File: config.mk
export PLATFORM = sky130hd
export DESIGN_NAME = intcvt_unpack
export DESIGN_NICKNAME = d
export VERILOG_FILES = /design/src/rtl/intcvt_unpack.sv
export SDC_FILE = /design/constraint.sdc
export NUM_CORES = 1
export LEC_CHECK = 0
export BUFFER_PORTS_ARGS = -buffer_cell sky130_fd_sc_hd__buf_2
export CAP_MARGIN = 20
export CORE_AREA = 5 5 160 162
export CTS_CLUSTER_DIAMETER = 50
export DETAILED_ROUTE_END_ITERATION = 10
export DIE_AREA = 0 0 165 167
export MAX_ROUTING_LAYER = met4
export PLACE_DENSITY = 0.76
export RECOVER_POWER = 100
export SYNTH_ARGS = -nofsm -noshare
export SYNTH_HDL_FRONTEND = slang
export SYNTH_SLANG_ARGS = --single-unit
File: constraint.sdc
create_clock -name clk -period 9.9 [get_ports clk]
set_input_delay 1.98 -clock clk [delete_from_list [all_inputs] [get_ports clk]]
set_output_delay 1.98 -clock clk [all_outputs]
set_load 0.01 [all_outputs]
File: src/rtl/intcvt_unpack.sv
// rtl/intcvt_unpack.sv - int-to-FP front end: sign/abs, clz, normalize; optional skid via INTCVT_SKID_EN
module intcvt_unpack #(
  parameter int XLEN = 64,
  parameter int LZW  = $clog2(XLEN + 1)
) (
  input  logic            clk,
  input  logic            reset,
  input  logic            Flush,
  input  logic            InValid,
  output logic            InReady,
  input  logic [XLEN-1:0] Int,
  input  logic            Signed,
  input  logic            Int64,
  output logic            OutValid,
  input  logic            OutReady,
  output logic            Xs,
  output logic [XLEN-1:0] Mag,
  output logic [LZW-1:0]  Lz,
  output logic            Zero
);

  logic            s1_valid, s1_xs;
  logic [XLEN-1:0] s1_abs;
  logic            s2_valid, s2_xs, s2_zero;
  logic [XLEN-1:0] s2_mag;
  logic [LZW-1:0]  s2_lz;

  logic            accept, s1_ready, s2_ready, s1_move;
  logic            s1_valid_n, s2_valid_n;
  logic [XLEN-1:0] ext, abs_v, mag_v;
  logic            xs_v;
  logic [LZW-1:0]  lz_v;

  // Extend the selected source width and take its magnitude; -(2^(XLEN-1)) wraps to itself, which is the correct unsigned magnitude
  always_comb begin
    ext       = {XLEN{Signed & Int[31]}};
    ext[31:0] = Int[31:0];
    xs_v      = Signed & Int[31];
    if (Int64) begin
      ext  = Int;
      xs_v = Signed & Int[XLEN-1];
    end
    abs_v = xs_v ? -ext : ext;
  end

  // Count leading zeros of the S1 magnitude (highest set bit wins) and left-normalize it
  always_comb begin
    lz_v = LZW'(XLEN);
    for (int i = 0; i < XLEN; i++) begin
      if (s1_abs[i]) lz_v = LZW'(XLEN - 1 - i);
    end
    mag_v = s1_abs << lz_v;
  end

  assign s1_ready = !s1_valid | s2_ready;
  assign s1_move  = s1_valid & s2_ready;
  assign accept   = InValid & InReady;

  // Next-cycle occupancy of the two compute stages; Flush wins over any accept
  always_comb begin
    s1_valid_n = !Flush & (accept | (s1_valid & !s2_ready));
    s2_valid_n = !Flush & (s1_move | (s2_valid & !s2_ready));
  end

  // S1: capture sign and magnitude on accept
  always_ff @(posedge clk or posedge reset) begin
    if (reset) begin
      s1_valid <= 1'b0;
      s1_xs    <= 1'b0;
      s1_abs   <= '0;
    end else begin
      s1_valid <= s1_valid_n;
      if (accept) begin
        s1_xs  <= xs_v;
        s1_abs <= abs_v;
      end
    end
  end

  // S2: capture normalized magnitude; a zero value never carries a sign
  always_ff @(posedge clk or posedge reset) begin
    if (reset) begin
      s2_valid <= 1'b0;
      s2_xs    <= 1'b0;
      s2_zero  <= 1'b0;
      s2_mag   <= '0;
      s2_lz    <= '0;
    end else begin
      s2_valid <= s2_valid_n;
      if (s1_move) begin
        s2_xs   <= s1_xs & (s1_abs != '0);
        s2_zero <= (s1_abs == '0);
        s2_mag  <= mag_v;
        s2_lz   <= lz_v;
      end
    end
  end

`ifdef INTCVT_SKID_EN
  logic            sk_valid, sk_xs, sk_zero, sk_load, sk_valid_n, in_ready_q;
  logic [XLEN-1:0] sk_mag;
  logic [LZW-1:0]  sk_lz;

  // S2 may advance whenever the skid slot is free or is being drained this cycle
  assign s2_ready = !s2_valid | !sk_valid | OutReady;
  // S2 parks in the skid slot unless it is going straight out
  assign sk_load  = s2_valid & s2_ready & (sk_valid | !OutReady);

  // Next-cycle skid occupancy
  always_comb begin
    sk_valid_n = !Flush & (sk_load | (sk_valid & !OutReady));
  end

  // Skid slot, plus a registered InReady that is low only when all three slots will be full
  always_ff @(posedge clk or posedge reset) begin
    if (reset) begin
      sk_valid   <= 1'b0;
      sk_xs      <= 1'b0;
      sk_zero    <= 1'b0;
      sk_mag     <= '0;
      sk_lz      <= '0;
      in_ready_q <= 1'b1;
    end else begin
      sk_valid   <= sk_valid_n;
      in_ready_q <= !(s1_valid_n & s2_valid_n & sk_valid_n);
      if (sk_load) begin
        sk_xs   <= s2_xs;
        sk_zero <= s2_zero;
        sk_mag  <= s2_mag;
        sk_lz   <= s2_lz;
      end
    end
  end

  assign InReady  = in_ready_q;
  assign OutValid = sk_valid | s2_valid;
  assign Xs       = sk_valid ? sk_xs   : s2_xs;
  assign Zero     = sk_valid ? sk_zero : s2_zero;
  assign Mag      = sk_valid ? sk_mag  : s2_mag;
  assign Lz       = sk_valid ? sk_lz   : s2_lz;
`else
  assign s2_ready = !s2_valid | OutReady;
  assign InReady  = s1_ready;
  assign OutValid = s2_valid;
  assign Xs       = s2_xs;
  assign Zero     = s2_zero;
  assign Mag      = s2_mag;
  assign Lz       = s2_lz;
`endif

  // 64-bit sources only exist when the datapath is 64 bits wide
  always_ff @(posedge clk) begin
    if (!reset && InValid) assert (!(Int64 && XLEN == 32));
  end

endmodule

==> metrics.cfg <==
[grt]
grt_max_degree=118
grt_pass1_vias=10900
grt_overflow=0
track_usage_pct=28.38
grt_pass1_wl_um=61420
antenna_found_initial=0

[floorplan]
chipWidth_um=165
die-area_um2=27560
rows=57
die_y_um=167
start_util_pct=49.26
coreArea_um2=23960
ios=146

[finish]
layout_common_cells=nand2_1, mux2i_1, o21ai_0
final_common_cell=nand2_1
area_growth_pct=10.66
fin_util_pct=54.51
drive_above_1_share_pct=10.08
n_antenna_cell=0
fin_nets=1617

[route]
wire_per_inst_um=20.79
firstDrtPassIters=8
maxUsedRoutingLayer=met4
drc=0
wl_met3_um=3739
wl_um=39120
wl_met2_um=16340
drtIter0Drc=1526
num_vias=12060
vias_per_cell=6.408
wl_met1_um=17490
ant_nets=0

[yosys]
synthSimpleGateAreaFrac_pct=18.83
synthArstFlopShare_pct=100.0
synth-compound-area-share_pct=24.68
ys.flop_type=dfrtp_1
synth_adder_area_share_pct=0.1060
synth_mux_area_share_pct=17.68
ys_types=80
ys_ff_latch=140
synth-warning-count=0
ys_seq_area_share_pct=29.68
syn_nets=1547
syn_area_per_cell_um2=8.003
syn_area_um2=11800
synth-edff-count=0
synth_top_family_by_area=compound AO/OA/AOI/OAI gates
synth-xor-area-share_pct=3.784
syn_inst=1475

[clock_network]
ctsHoldBuffers=0
cts_buffer_depth=2
cts.sinks=140
root_buffer=clkbuf_16
cts_resized=0
post-cts-setup-buffers=0
cts_buffers=17
cts_tree=built
path_clk_slew_ps=60
h-tree-depth=4
clkLatencyLatePin_ps=430

[placement]
port_buffers=145
place.gp.congestion=1.030
place_hpwl_um=28590

[flow_run]
maxCapViolations=4

[timing]
maxSlewViolCount=325
slew_headroom_pct=-164.8
final.min_clock_period_ps=6699
finClkSkew_ps=11.77
hold_viol_final=0
worstMarginPinSlew_ps=3972
setup_viol=0
max_freq_ghz=0.1493
fin_crit_sh_pct=67.67
fin_tns_setup_ps=0
rsz0062_at_grt=no

[worst_setup_path]
cp-start-kind=primary input
critPathArrivalTime_ps=6980
reg2reg_depth=8
r2r_setup_slack_ps=4490
r2r-end=Mag[43]
path_max_fanout=85
end_kind=register
setup.worst_path.class=primary input to register
cp.required_ps=10180
r2r-start=OutValid

[outcome]
status=finished, violations left
violations=capacitance limit, slew limit

[hold_path]
hold_depth=2
hp-class=register to register
hold_end=Mag[30]
min-delay-start=Mag[30]

[pwr]
ir_drop_mv=0.09598
power_density_nw_per_um2=231.5
power.leakage_uw=0.005748

==> power by group <==
part | total (uW) | leakage [uW] | switching, uW | internal (uW)
combinational | 1500 | 0.00370 | 948 | 551
clock | 633 | 0.000281 | 265 | 369
sequential | 891 | 0.00177 | 166 | 725
==> per-stage QoR <==
stage	std cells	setup WS, ps	hold WS, ps	area [um^2]	power (uW)
2_1_floorplan	1475	4167	495.7	11800	1879
3_3_place_gp	1850	4748	444.5	12600	2348
3_5_place_dp	1850	4668	452.1	12600	2377
4_1_cts	1882	5120	466.6	13180	3010
5_1_grt	1882	2976	499.3	13060	3181
6_report	1882	3201	471.2	13060	3024
==> area by class of cell <==
cell class	instances	area [um^2]
timing repair buffer	166	777.0
multi-input combinational	1199	7719
fill	2342	10900
sequential	140	3503
tap	324	405.4
inverter	21	80.08
clock buffer	21	470.5
clock inverter	11	107.6
==> per-layer routing <==
layer  vias to the layer above  track usage, %
li1                       5597               -
met1                      5647           41.82
met2                       711           39.31
met3                       105           3.782
met4                         0           11.07
met5                         -               -
==> synth_stat cells (14+ instances only) <==
cell / count / area [um^2]
dfrtp_1: 140 / 3503
nor2_1: 87 / 326.6
a22oi_1: 23 / 172.7
a21oi_1: 93 / 465.5
inv_1: 21 / 78.83
o21ai_0: 148 / 740.7
nor4_1: 25 / 156.4
mux2i_1: 188 / 1882
nand2b_1: 14 / 87.58
o211ai_1: 19 / 142.6
nand3_1: 41 / 205.2
buf_2: 24 / 120.1
nand2_1: 242 / 908.4
a31oi_1: 18 / 112.6
clkbuf_1: 64 / 240.2
xnor2_1: 21 / 183.9
nor3_1: 19 / 95.09
xor2_1: 30 / 262.8
==> state kept, by name, summed over array words and instances, names as in the netlist <==
register  flops
s1_abs       64
s1_xs         1
Mag          64
s1_valid      1
Xs            1
Zero          1
Lz            7
OutValid      1
==> critical path, cell delays in order <==
cell	delay, ps
buf_2	90
nor2b_1	280
nand2b_2	180
clkbuf_1	2670
nor3_2	780
nand2_1	590
o221ai_1	180
o21ai_0	100
a41oi_1	60
==> cell families (layout without fill, tap and decap cells) <==
family / after synthesis / in the layout
simple gates: 492 / 492
xor+xnor: 51 / 51
mux: 203 / 203
buf+inv: 136 / 219
flops: 140 / 140
fa+ha+maj: 1 / 1
compound gates: 452 / 452
==> worst max-delay path by stage <==
stage | slack, ps | endpoint | cells past startpoint | startpoint
after floorplan | 4170 | Lz[0] | 1 | reset
after CTS | 5120 | Mag[61] | 11 | s1_abs[41]
final | 3200 | Mag[43] | 9 | OutReady
after global routing | 2980 | Mag[43] | 9 | OutReady
after detailed placement | 4670 | s1_abs[61] | 11 | Int[6]
after global placement | 4750 | s1_abs[61] | 11 | Int[6]
(Power assumes the default switching activity.)
